`src/rtl/bram_port_arbiter.sv`:
```
// Round-robin arbiter sharing a dual-port BRAM among NUM_REQ requesters.
// Hazard-safe same-address pairing, pipelined read return per port.
module bram_port_arbiter #(
  parameter int NUM_REQ    = 4,
  parameter int DATA_WIDTH = 32,
  parameter int ADDR_WIDTH = 8
) (
  input  logic                          clock,
  input  logic                          reset,
  input  logic [NUM_REQ-1:0]            req,
  input  logic [NUM_REQ-1:0]            req_we,
  input  logic [NUM_REQ*ADDR_WIDTH-1:0] req_addr,
  input  logic [NUM_REQ*DATA_WIDTH-1:0] req_wdata,
  output logic [NUM_REQ-1:0]            grant,
  output logic [NUM_REQ-1:0]            rvalid,
  output logic [NUM_REQ*DATA_WIDTH-1:0] rdata,
  output logic                          readEnable_1,
  output logic                          writeEnable_1,
  output logic [ADDR_WIDTH-1:0]         address_1,
  output logic [DATA_WIDTH-1:0]         writeData_1,
  input  logic [DATA_WIDTH-1:0]         readData_1,
  output logic                          readEnable_2,
  output logic                          writeEnable_2,
  output logic [ADDR_WIDTH-1:0]         address_2,
  output logic [DATA_WIDTH-1:0]         writeData_2,
  input  logic [DATA_WIDTH-1:0]         readData_2,
  output logic [15:0]                   conflict_count
);

  localparam int IW = (NUM_REQ > 1) ? $clog2(NUM_REQ) : 1;

  function automatic logic [IW-1:0] wrap(input int v);
    wrap = IW'(v % NUM_REQ);
  endfunction

  logic [IW-1:0]         rr_ptr_q, rr_ptr_d;
  logic [IW-1:0]         a_idx, b_idx, last_idx;
  logic                  a_found, b_found;
  logic                  defer, b_gnt;
  logic [ADDR_WIDTH-1:0] a_addr, b_addr;
  logic [DATA_WIDTH-1:0] a_wdata, b_wdata;
  logic                  a_we, b_we;

  logic                  p1_v_q, p1_v_d;
  logic                  p2_v_q, p2_v_d;
  logic [IW-1:0]         p1_idx_q, p1_idx_d;
  logic [IW-1:0]         p2_idx_q, p2_idx_d;
  logic [NUM_REQ*DATA_WIDTH-1:0] rdata_q, rdata_d;
  logic [15:0]           cc_q, cc_d;

  // Rotated search: first requester is winner A, the next one is winner B
  always_comb begin
    a_found = 1'b0;
    b_found = 1'b0;
    a_idx   = '0;
    b_idx   = '0;
    for (int k = 0; k < NUM_REQ; k++) begin
      if (req[wrap(int'(rr_ptr_q) + k)]) begin
        if (!a_found) begin
          a_found = 1'b1;
          a_idx   = wrap(int'(rr_ptr_q) + k);
        end else if (!b_found) begin
          b_found = 1'b1;
          b_idx   = wrap(int'(rr_ptr_q) + k);
        end
      end
    end
  end

  // Pair check: B waits when it touches A's word and either side writes
  always_comb begin
    a_addr  = req_addr[a_idx*ADDR_WIDTH +: ADDR_WIDTH];
    b_addr  = req_addr[b_idx*ADDR_WIDTH +: ADDR_WIDTH];
    a_wdata = req_wdata[a_idx*DATA_WIDTH +: DATA_WIDTH];
    b_wdata = req_wdata[b_idx*DATA_WIDTH +: DATA_WIDTH];
    a_we    = req_we[a_idx];
    b_we    = req_we[b_idx];
    defer   = b_found && (a_addr == b_addr) && (a_we || b_we);
    b_gnt   = b_found && !defer;
  end

  // Grant and BRAM port drive, all forced low while in reset
  always_comb begin
    grant         = '0;
    readEnable_1  = 1'b0;
    writeEnable_1 = 1'b0;
    address_1     = '0;
    writeData_1   = '0;
    readEnable_2  = 1'b0;
    writeEnable_2 = 1'b0;
    address_2     = '0;
    writeData_2   = '0;
    if (reset && a_found) begin
      grant[a_idx]  = 1'b1;
      readEnable_1  = !a_we;
      writeEnable_1 = a_we;
      address_1     = a_addr;
      writeData_1   = a_wdata;
    end
    if (reset && b_gnt) begin
      grant[b_idx]  = 1'b1;
      readEnable_2  = !b_we;
      writeEnable_2 = b_we;
      address_2     = b_addr;
      writeData_2   = b_wdata;
    end
  end

  // Next pointer, read-return tracking and deferral counter
  always_comb begin
    last_idx = b_gnt ? b_idx : a_idx;
    rr_ptr_d = a_found ? wrap(int'(last_idx) + 1) : rr_ptr_q;
    p1_v_d   = a_found && !a_we;
    p1_idx_d = a_idx;
    p2_v_d   = b_gnt && !b_we;
    p2_idx_d = b_idx;
    cc_d     = cc_q;
    if (defer && (cc_q != 16'hFFFF)) begin
      cc_d = cc_q + 16'd1;
    end
  end

  // Read return: strobe owner and pass BRAM data, else hold last value
  always_comb begin
    rvalid  = '0;
    rdata_d = rdata_q;
    if (p1_v_q) begin
      rvalid[p1_idx_q] = 1'b1;
      rdata_d[p1_idx_q*DATA_WIDTH +: DATA_WIDTH] = readData_1;
    end
    if (p2_v_q) begin
      rvalid[p2_idx_q] = 1'b1;
      rdata_d[p2_idx_q*DATA_WIDTH +: DATA_WIDTH] = readData_2;
    end
    rdata          = rdata_d;
    conflict_count = cc_q;
  end

  // State registers; reset drops any read in flight
  always_ff @(posedge clock or negedge reset) begin
    if (!reset) begin
      rr_ptr_q <= '0;
      p1_v_q   <= 1'b0;
      p2_v_q   <= 1'b0;
      p1_idx_q <= '0;
      p2_idx_q <= '0;
      rdata_q  <= '0;
      cc_q     <= '0;
    end else begin
      rr_ptr_q <= rr_ptr_d;
      p1_v_q   <= p1_v_d;
      p2_v_q   <= p2_v_d;
      p1_idx_q <= p1_idx_d;
      p2_idx_q <= p2_idx_d;
      rdata_q  <= rdata_d;
      cc_q     <= cc_d;
    end
  end

endmodule

```
`config.mk`:
```
export PLATFORM = sky130hd
export DESIGN_NAME = bram_port_arbiter
export DESIGN_NICKNAME = d
export VERILOG_FILES = /design/src/rtl/bram_port_arbiter.sv
export SDC_FILE = /design/constraint.sdc
export NUM_CORES = 1
export LEC_CHECK = 0
export BUFFER_PORTS_ARGS = -buffer_cell sky130_fd_sc_hd__clkbuf_2
export CAP_MARGIN = 15
export CORE_AREA = 2 2 181 183
export DETAILED_ROUTE_END_ITERATION = 16
export DIE_AREA = 0 0 183 185
export GPL_TIMING_DRIVEN = 0
export PLACE_DENSITY = 0.62
export SLEW_MARGIN = 10
export SYNTH_ARGS = -nofsm -noshare
export SYNTH_HDL_FRONTEND = slang
export SYNTH_SLANG_ARGS = --single-unit
```
`constraint.sdc`:
```
create_clock -name clock -period 8.2 [get_ports clock]
set_input_delay 1.64 -clock clock [delete_from_list [all_inputs] [get_ports clock]]
set_output_delay 1.64 -clock clock [all_outputs]
set_load 0.01 [all_outputs]
```
==> impl_metrics.ini, run 1 <==
[outcome]
status = finished clean

[routing]
firstDrtPassIters = 5
wl_mm = 51.58
vias = 12482
antenna_left = 0
viasPerCell = 5.787
drc_errors = 0
wire_per_inst_um = 23.91
drt_iter0_markers = 930

[worst_setup_path]
max_stage_delay_ns = 0.57
critPathRequiredTime_ns = 6.56
endpoint_kind = primary output
crit_type = input pin to primary output
crit_fanout = 10
worstPathCellList = clkbuf_2 -> buf_2 -> clkbuf_1 -> or2_2 -> o211ai_1 -> o21ai_0 -> ha_1 -> o221ai_2 -> o21ai_4 -> mux4_2 -> xnor2_1 -> nand3_1 -> a2111o_1 -> buf_6 -> o211ai_2 -> buf_2 -> a211oi_1 -> clkbuf_2
crit_slowest_cell = mux4_2
cp-start-kind = input pin
cp.arrival_ns = 6.18

[run]
cap_viol_max_count = 0

[timing]
max_freq_ghz = 0.1278
rsz0062_at_grt = false
period_needed_ns = 7.823
worst_slew_pin_slew_ns = 1.075
fin_crit_sh_pct = 95.40
finalWorstSetupSlack_ns = 0.3774
hold_viol = 0
slew_violations = 0
finalSetupViolCount = 0
slew_headroom_pct = 27.34
finClkSkew_ns = 0.006807
finalSetupTns_ns = 0

[logic_synthesis]
synth_edf_count = 0
yosys_warnings = 0
ys.flop_type = dfrtp_1
yosys_register_bits = 152
synth.avg_cell_area_um2 = 8.733
synth_area_leader_cell = dfrtp_1
synth_top_area_share_pct = 35.01
yosys-top-cells-area = dfrtp_1 35%, a22oi_1 8.8%, mux2i_1 8.5%, a211oi_1 6.9%, o21ai_0 6.4%
ys_seq_area_share_pct = 35.01
synth_nets = 1494
netlist_area_um2 = 10860
ys_types = 71
synthCells = 1244
async_flop_share_pct = 100.0

[cts]
cts.path.max_buffers = 2
tritoncts = yes
numCtsBuffers = 17
worstSkewPairLatency_ns = 0.44
clock-sinks = 152
h-tree-depth = 4
cts_hold_buf = 0
cts-root-buf = clkbuf_16
path_clk_slew_ns = 0.06

[floorplanning]
die-area_um2 = 33860
core_um2 = 32040
start_util_pct = 33.91
die_y_um = 185
fp.dieW_um = 183
io_pins = 470
rows = 66

[grt]
track_usage_pct = 29.31
overflow = 0
grt_pass1_vias = 12289
antenna_found_initial = 2
grt_max_degree = 89
grt_pass1_wl_mm = 75.83

[power_and_ir_drop]
ir_drop_mv = 0.1611
power.density_nw_per_um2 = 365.2
p_leak_uw = 0.006723

[final_layout]
final_nets = 1984
drive_gt1_share_pct = 34.12
area_growth_pct = 32.71
fin_util_pct = 45.00

[placed_design]
portBuffers = 468
post-place-ws_ns = 0.3256
place.gp.congestion = 0.9657
hpwl_mm = 40.09

[min_path]
hold_class = register to register
==> cells in the final DEF, fill, tap and decap left out, types with 35 or more instances in the layout <==
master	count
nor2b_1	42
dfrtp_1	152
a22oi_1	128
o21ai_0	139
clkbuf_2	468
a211oi_1	100
clkbuf_1	82
mux2_2	35
nor2_1	68
nand2_1	158
mux2i_1	92
==> registers in the layout (all words and copies together) (netlist names) <==
name and flops:
rdata_q 128, conflict_count 16, p1_v_q 1, p1_idx_q 2, rr_ptr_q 2, p2_idx_q 2, p2_v_q 1
==> through the flow <==
step	std cells	power [uW]	instance area [um^2]	hold slack (ns)
after floorplan	1244	3145	10860	0.5154
after global placement	2120	4341	13720	0.4997
after detailed placement	2122	4380	13770	0.5032
after CTS	2154	5247	14400	0.5128
after global routing	2156	5561	14420	0.5308
final	2157	5266	14420	0.5066
==> where the power goes <==
| group | switching, uW | total [uW] | internal, uW |
|---|---|---|---|
| combinational | 2060 | 3300 | 1230 |
| clock | 333 | 857 | 525 |
| sequential | 97.4 | 1110 | 1020 |
| total | 2490 | 5270 | 2770 |
==> worst max-delay path, delay by kind of cell <==
family                   cells  cell delay [ns]
AO/OA/AOI/OAI                7             1.77
XOR/XNOR                     1             0.20
adder cells (fa/ha/maj)      1             0.32
buffers and inverters        6             1.25
multiplexers                 1             0.57
AND/OR/NAND/NOR              2             0.43
==> logic make-up after synthesis <==
logic type / count (synthesis) / synth area share (%)
multiplexers: 129 / 12.52
AO/OA/AOI/OAI: 426 / 26.71
adder cells (fa/ha/maj): 17 / 1.946
flip-flops: 152 / 35.01
AND/OR/NAND/NOR: 357 / 16.19
buffers and inverters: 138 / 5.609
XOR/XNOR: 25 / 2.015
==> worst paths after layout <==
check                                endpoint  slack [ns]  cells after the start               start
min in group asynchronous         rdata_q[68]        1.22                      1               reset
max in group asynchronous         rdata_q[55]        6.08                      2               reset
setup / recovery               writeData_2[2]        0.38                     18              req[0]
setup reg to reg            conflict_count[1]        3.60                     16         rr_ptr_q[1]
hold / removal             conflict_count[12]        0.51                      1  conflict_count[12]
hold reg to reg            conflict_count[12]        0.51                      1  conflict_count[12]
==> layout make-up <==
type | count | area (um^2)
fill | 3217 | 17620
tap | 408 | 510.5
timing repair buffer | 471 | 2395
antenna | 2 | 5.005
multi-input combinational | 954 | 6465
clock buffer | 20 | 456.7
sequential | 152 | 3804
clock inverter | 12 | 172.7
buffer | 118 | 534.3
inverter | 20 | 75.07
==> Yosys cell counts (6+ instances only) <==
cell type,instances
nand2_1,158
dfrtp_1,152
o21ai_0,139
a22oi_1,128
a211oi_1,100
mux2i_1,92
clkbuf_1,81
nor2_1,68
nor2b_1,42
mux2_2,35
buf_2,21
inv_1,18
ha_1,16
xor2_1,16
nor3_1,15
nand3_1,12
nor4_2,9
xnor2_1,9
a21oi_1,8
buf_1,8
nand2b_1,8
and2_1,6
buf_6,6
==> metal layers <==
metal / GRT usage [%] / part of all wire [%]
met2: 50.68 / 49
met1: 33.71 / 37
met3: 7.688 / 8.7
met5: 0 / 0
met4: 14.27 / 4.8
==> what timing repair did <==
action,CTS,global route
resized for setup,0,1
setup buffers,0,0
setup endpoints to repair,0,19
No activity file was read; power rests on OpenSTA's default activity.
==> run 2: changes to the inputs <==
Settings changed: RECOVER_POWER set to 50.
Clock period 8.2 ns to 7.6 ns, I/O delays scaled along.
==> impl_metrics.ini, run 2 (synthesized netlist as in run 1, its figures left out) <==
[timing]
worst_slew_pin_slew_ns = 4.931
fin_crit_sh_pct = 96.19
slew_headroom_pct = -228.7
hold_viol = 0
slew_violations = 89
finalSetupViolCount = 0
rsz0062_at_grt = false
finClkSkew_ns = 0.007675
max_freq_ghz = 0.1368
finalWorstSetupSlack_ns = 0.2897
period_needed_ns = 7.310

[routing]
vias = 12474
wl_mm = 51.50
firstDrtPassIters = 6
antenna_left = 0
drt_iter0_markers = 842
drc_errors = 0
viasPerCell = 5.788
wire_per_inst_um = 23.90

[cts]
path_clk_slew_ns = 0.06
numCtsBuffers = 17
tritoncts = yes
clock-sinks = 152
h-tree-depth = 4
cts.path.max_buffers = 2
worstSkewPairLatency_ns = 0.44
cts-root-buf = clkbuf_16

[worst_setup_path]
worstPathCellList = clkbuf_2 -> buf_2 -> or2_2 -> o211ai_1 -> o21ai_0 -> ha_1 -> o221ai_2 -> o21ai_4 -> mux4_2 -> xnor2_1 -> nand3_1 -> a2111o_1 -> buf_6 -> o211ai_4 -> buf_2 -> a211oi_1 -> clkbuf_2
endpoint_kind = primary output
cp-start-kind = input pin
crit_fanout = 19
startpoint = req[0]
crit_type = input pin to primary output
max_stage_delay_ns = 0.57
crit_slowest_cell = mux4_2
r2r_slack_ns = 3.00
critPathRequiredTime_ns = 6.08
rr_startpoint = rr_ptr_q[1]
cp.arrival_ns = 5.79

[placed_design]
placed_cells = 2122
hpwl_mm = 40.09
place.gp.congestion = 0.9657
placed_cell_area_um2 = 13770
portBuffers = 468
post-place-ws_ns = -0.03443

[floorplanning]
fp.dieW_um = 183
rows = 66
die_y_um = 185
io_pins = 470
die-area_um2 = 33860
core_um2 = 32040
start_util_pct = 33.91

[outcome]
status = complete, but fails checks
violations = capacitance limit, slew limit

[final_layout]
final_cells = 2155
largest_reg_flops = 128
final_nets = 1982
fin_util_pct = 44.86
final_area_um2 = 14370
fillers = 3226
final_cell_mix = 452 x clkbuf_2, 158 x nand2_1, 152 x dfrtp_1
layout_commonest_cell = clkbuf_2
drive_gt1_share_pct = 33.07
area_growth_pct = 32.29
regMostFlops = rdata_q

[run]
cap_viol_max_count = 1

[grt]
overflow = 0
grt_max_degree = 89
grt_pass1_wl_mm = 75.83
grt_pass1_vias = 12289
track_usage_pct = 29.31
antenna_found_initial = 2

[power_and_ir_drop]
total_power_uw = 5671
ir_drop_mv = 0.1731
p_leak_uw = 0.006664
power.density_nw_per_um2 = 394.5

[min_path]
hold_class = register to register
hold_start = conflict_count[12]
-- run 2: per-layer routing --
layer | vias to the layer above | wire (um) | GRT usage, %
met4 | 0 | 2414 | 14.27
met1 | 6096 | 19150 | 33.71
met3 | 124 | 4557 | 7.688
met5 | - | 0 | 0
met2 | 663 | 25370 | 50.68
li1 | 5591 | - | -
-- run 2: worst paths after layout --
path                                 endpoint  cells past startpoint
max                           writeData_2[10]                     17
min                        conflict_count[12]                      1
max reg2reg                 conflict_count[1]                     16
min reg2reg                conflict_count[12]                      1
max in group asynchronous         rdata_q[95]                      2
min in group asynchronous         rdata_q[68]                      1
-- run 2: critical path: cells and delay by family --
kind                     cells  cell delay (ns)
AO/OA/AOI/OAI                7             1.72
buffers and inverters        5             1.04
multiplexers                 1             0.57
AND/OR/NAND/NOR              2             0.41
adder cells (fa/ha/maj)      1             0.32
XOR/XNOR                     1             0.20
-- run 2: report_power, final --
part	total, uW	internal, uW	switching [uW]
sequential	1200	1100	105
clock	919	566	353
combinational	3550	1330	2220
total	5670	2990	2680
-- run 2: timing repair --
item / 4_1_cts / 5_1_grt
gates resized for setup: 1 / 3
hold buffers: 0 / 0
setup endpoints to repair: 18 / 42
setup buffers: 0 / 0
-- run 2: final cells by class --
cell class / count / area, um^2 / share of cell area [%]
Timing Repair Buffer: 471 / 2350 / 16.35
Inverter: 20 / 75.07 / 0.5223
Clock buffer: 20 / 456.7 / 3.178
Antenna cell: 2 / 5.005 / 0.03482
Multi-Input combinational cell: 954 / 6467 / 45.00
Sequential cell: 152 / 3804 / 26.46
Clock inverter: 12 / 172.7 / 1.201
Tap cell: 408 / 510.5 / 3.552
Buffer: 116 / 531.8 / 3.700
-- run 2: stage by stage --
| stage | hold slack [ns] | setup TNS (ns) |
|---|---|---|
| 2_1_floorplan | 0.5154 | 0 |
| 3_3_place_gp | 0.4997 | -35.77 |
| 6_report | 0.5110 | 0 |
| 4_1_cts | 0.5128 | 0 |
| 5_1_grt | 0.5297 | 0 |
| 3_5_place_dp | 0.5032 | -0.2586 |
==> run 3: changes to the inputs <==
Settings changed: CORE_AREA 2 2 181 183 to 2 2 184 186, DIE_AREA 0 0 183 185 to 0 0 186 188, PLACE_DENSITY 0.62 to 0.6, SLEW_MARGIN 10 to not set.
==> impl_metrics.ini, run 3 (synthesized netlist as in run 1, its figures left out) <==
[outcome]
status = complete, but fails checks
violations = capacitance limit, slew limit

[placed_design]
post-place-ws_ns = 0.02181
placed_cell_area_um2 = 13810
place.gp.congestion = 0.9469
portBuffers = 468
hpwl_mm = 40.64

[power_and_ir_drop]
switching_power_uw = 2681
clkPwrFrac_pct = 16.3
sw_frac_of_total_pct = 47.22
ir_drop_mv = 0.1775
p_seq_share_pct = 21.3
p_leak_uw = 0.006652
combPwrFrac_pct = 62.4
intPower_uw = 2997
power.density_nw_per_um2 = 393.6

[final_layout]
final_cell_mix = 452 x clkbuf_2, 158 x nand2_1, 152 x dfrtp_1
largest_reg_flops = 128
layout_commonest_cell = clkbuf_2
area_growth_pct = 32.81
drive_gt1_share_pct = 33.08
regMostFlops = rdata_q
fin_util_pct = 43.57
final_nets = 1982
final_area_um2 = 14430

[cts]
worstSkewPairLatency_ns = 0.44
tritoncts = yes
cts_hold_buf = 0
cts-root-buf = clkbuf_16
h-tree-depth = 4
cts_setup_buffers = 0
path_clk_slew_ns = 0.06
cts_resized = 0
cts.path.max_buffers = 2
clock-sinks = 152
numCtsBuffers = 17

[grt]
grt_pass1_wl_mm = 76.10
antenna_found_initial = 8
overflow = 0
grt_max_degree = 105
grt_pass1_vias = 12253
track_usage_pct = 28.81

[worst_setup_path]
crit_path_end = writeData_2[1]
startpoint = req[1]
rr_startpoint = rr_ptr_q[1]
r2r-end = conflict_count[1]
endpoint_kind = primary output
path_delay_family = buffers and inverters
worstPathCellList = clkbuf_2 -> buf_6 -> maj3_2 -> a22o_1 -> a2111oi_4 -> buf_6 -> buf_12 -> buf_2 -> clkbuf_1 -> clkbuf_1 -> a211oi_1 -> a211oi_1 -> clkbuf_2
cp.buffers_inverters = 8
critPathRequiredTime_ns = 6.08
crit_type = input pin to primary output
max_stage_delay_ns = 0.73
worstRegToRegCells = 16
r2r_slack_ns = 2.97
crit_slowest_cell = a2111oi_4
cp.arrival_ns = 5.79
cp.depth = 13
crit_fanout = 10
cp-start-kind = input pin

[floorplanning]
fp.dieW_um = 186
die-area_um2 = 34970
io_pins = 470
die_y_um = 188
start_util_pct = 32.81
rows = 67
core_um2 = 33110

[run]
cap_viol_max_count = 1

[timing]
max_freq_ghz = 0.1368
hold_viol = 0
rsz0062_at_grt = false
slew_headroom_pct = -232.0
slew_violations = 105
worst_slew_pin_slew_ns = 4.980
finalWorstSetupSlack_ns = 0.2922
finalSetupViolCount = 0
finClkSkew_ns = 0.01070
fin_crit_sh_pct = 96.16
period_needed_ns = 7.308

[routing]
vias = 12362
drc_errors = 0
viasPerCell = 5.622
wire_per_inst_um = 23.69
wl_mm = 52.09
drt_iter0_markers = 897
firstDrtPassIters = 6
antenna_left = 0

[min_path]
hold_class = register to register
hold_start = conflict_count[12]
-- run 3: layer usage --
layer | share of wire (%) | vias to the layer above | GRT usage [%]
met5 | 0.044 | - | 0
met4 | 5.7 | 4 | 17.17
met3 | 8.5 | 132 | 7.535
met2 | 49 | 618 | 48.00
met1 | 37 | 6026 | 32.93
li1 | - | 5582 | -
-- run 3: per-stage QoR --
stage,TNS [ns],std cells,power [uW],hold slack [ns]
floorplan,0,1244,3393,0.5154
global placement,-25.56,2160,4688,0.4770
detailed placement,0,2162,4729,0.4814
CTS,0,2193,5671,0.4948
global route,0,2196,6008,0.5025
finish,0,2199,5679,0.4928
-- run 3: worst min path at each step --
| stage | to | cells past startpoint | slack, ns |
|---|---|---|---|
| after floorplan | conflict_count[12] | 1 | 0.52 |
| after global placement | conflict_count[12] | 1 | 0.48 |
| after detailed placement | conflict_count[12] | 1 | 0.48 |
| after CTS | conflict_count[12] | 1 | 0.49 |
| after global routing | conflict_count[7] | 1 | 0.50 |
| final | conflict_count[12] | 1 | 0.49 |
-- run 3: power groups by stage --
stage	clock network [uW]	registers (uW)	logic [uW]
floorplan	0	1180	2210
global placement	0	1210	3480
detailed placement	0	1220	3510
CTS	944	1200	3520
global route	978	1230	3800
finish	927	1210	3540
-- run 3: worst reg2reg max path: cells and delay by family, from the launching register on --
| family | cells | cell delay [ns] |
|---|---|---|
| buffers and inverters | 4 | 0.70 |
| flip-flops | 1 | 0.36 |
| XOR/XNOR | 1 | 0.20 |
| AO/OA/AOI/OAI | 5 | 1.22 |
| AND/OR/NAND/NOR | 3 | 0.76 |
| adder cells (fa/ha/maj) | 1 | 0.32 |
| multiplexers | 2 | 0.95 |
-- run 3: final cells by class --
type / instances / area [um^2]
Timing Repair Buffer: 471 / 2350
Multi-Input combinational cell: 954 / 6459
Tap cell: 448 / 560.5
Clock buffer: 20 / 466.7
Fill cell: 3458 / 18680
Clock inverter: 11 / 170.2
Buffer: 116 / 526.8
Antenna cell: 7 / 17.52
Inverter: 20 / 75.07
Sequential cell: 152 / 3804
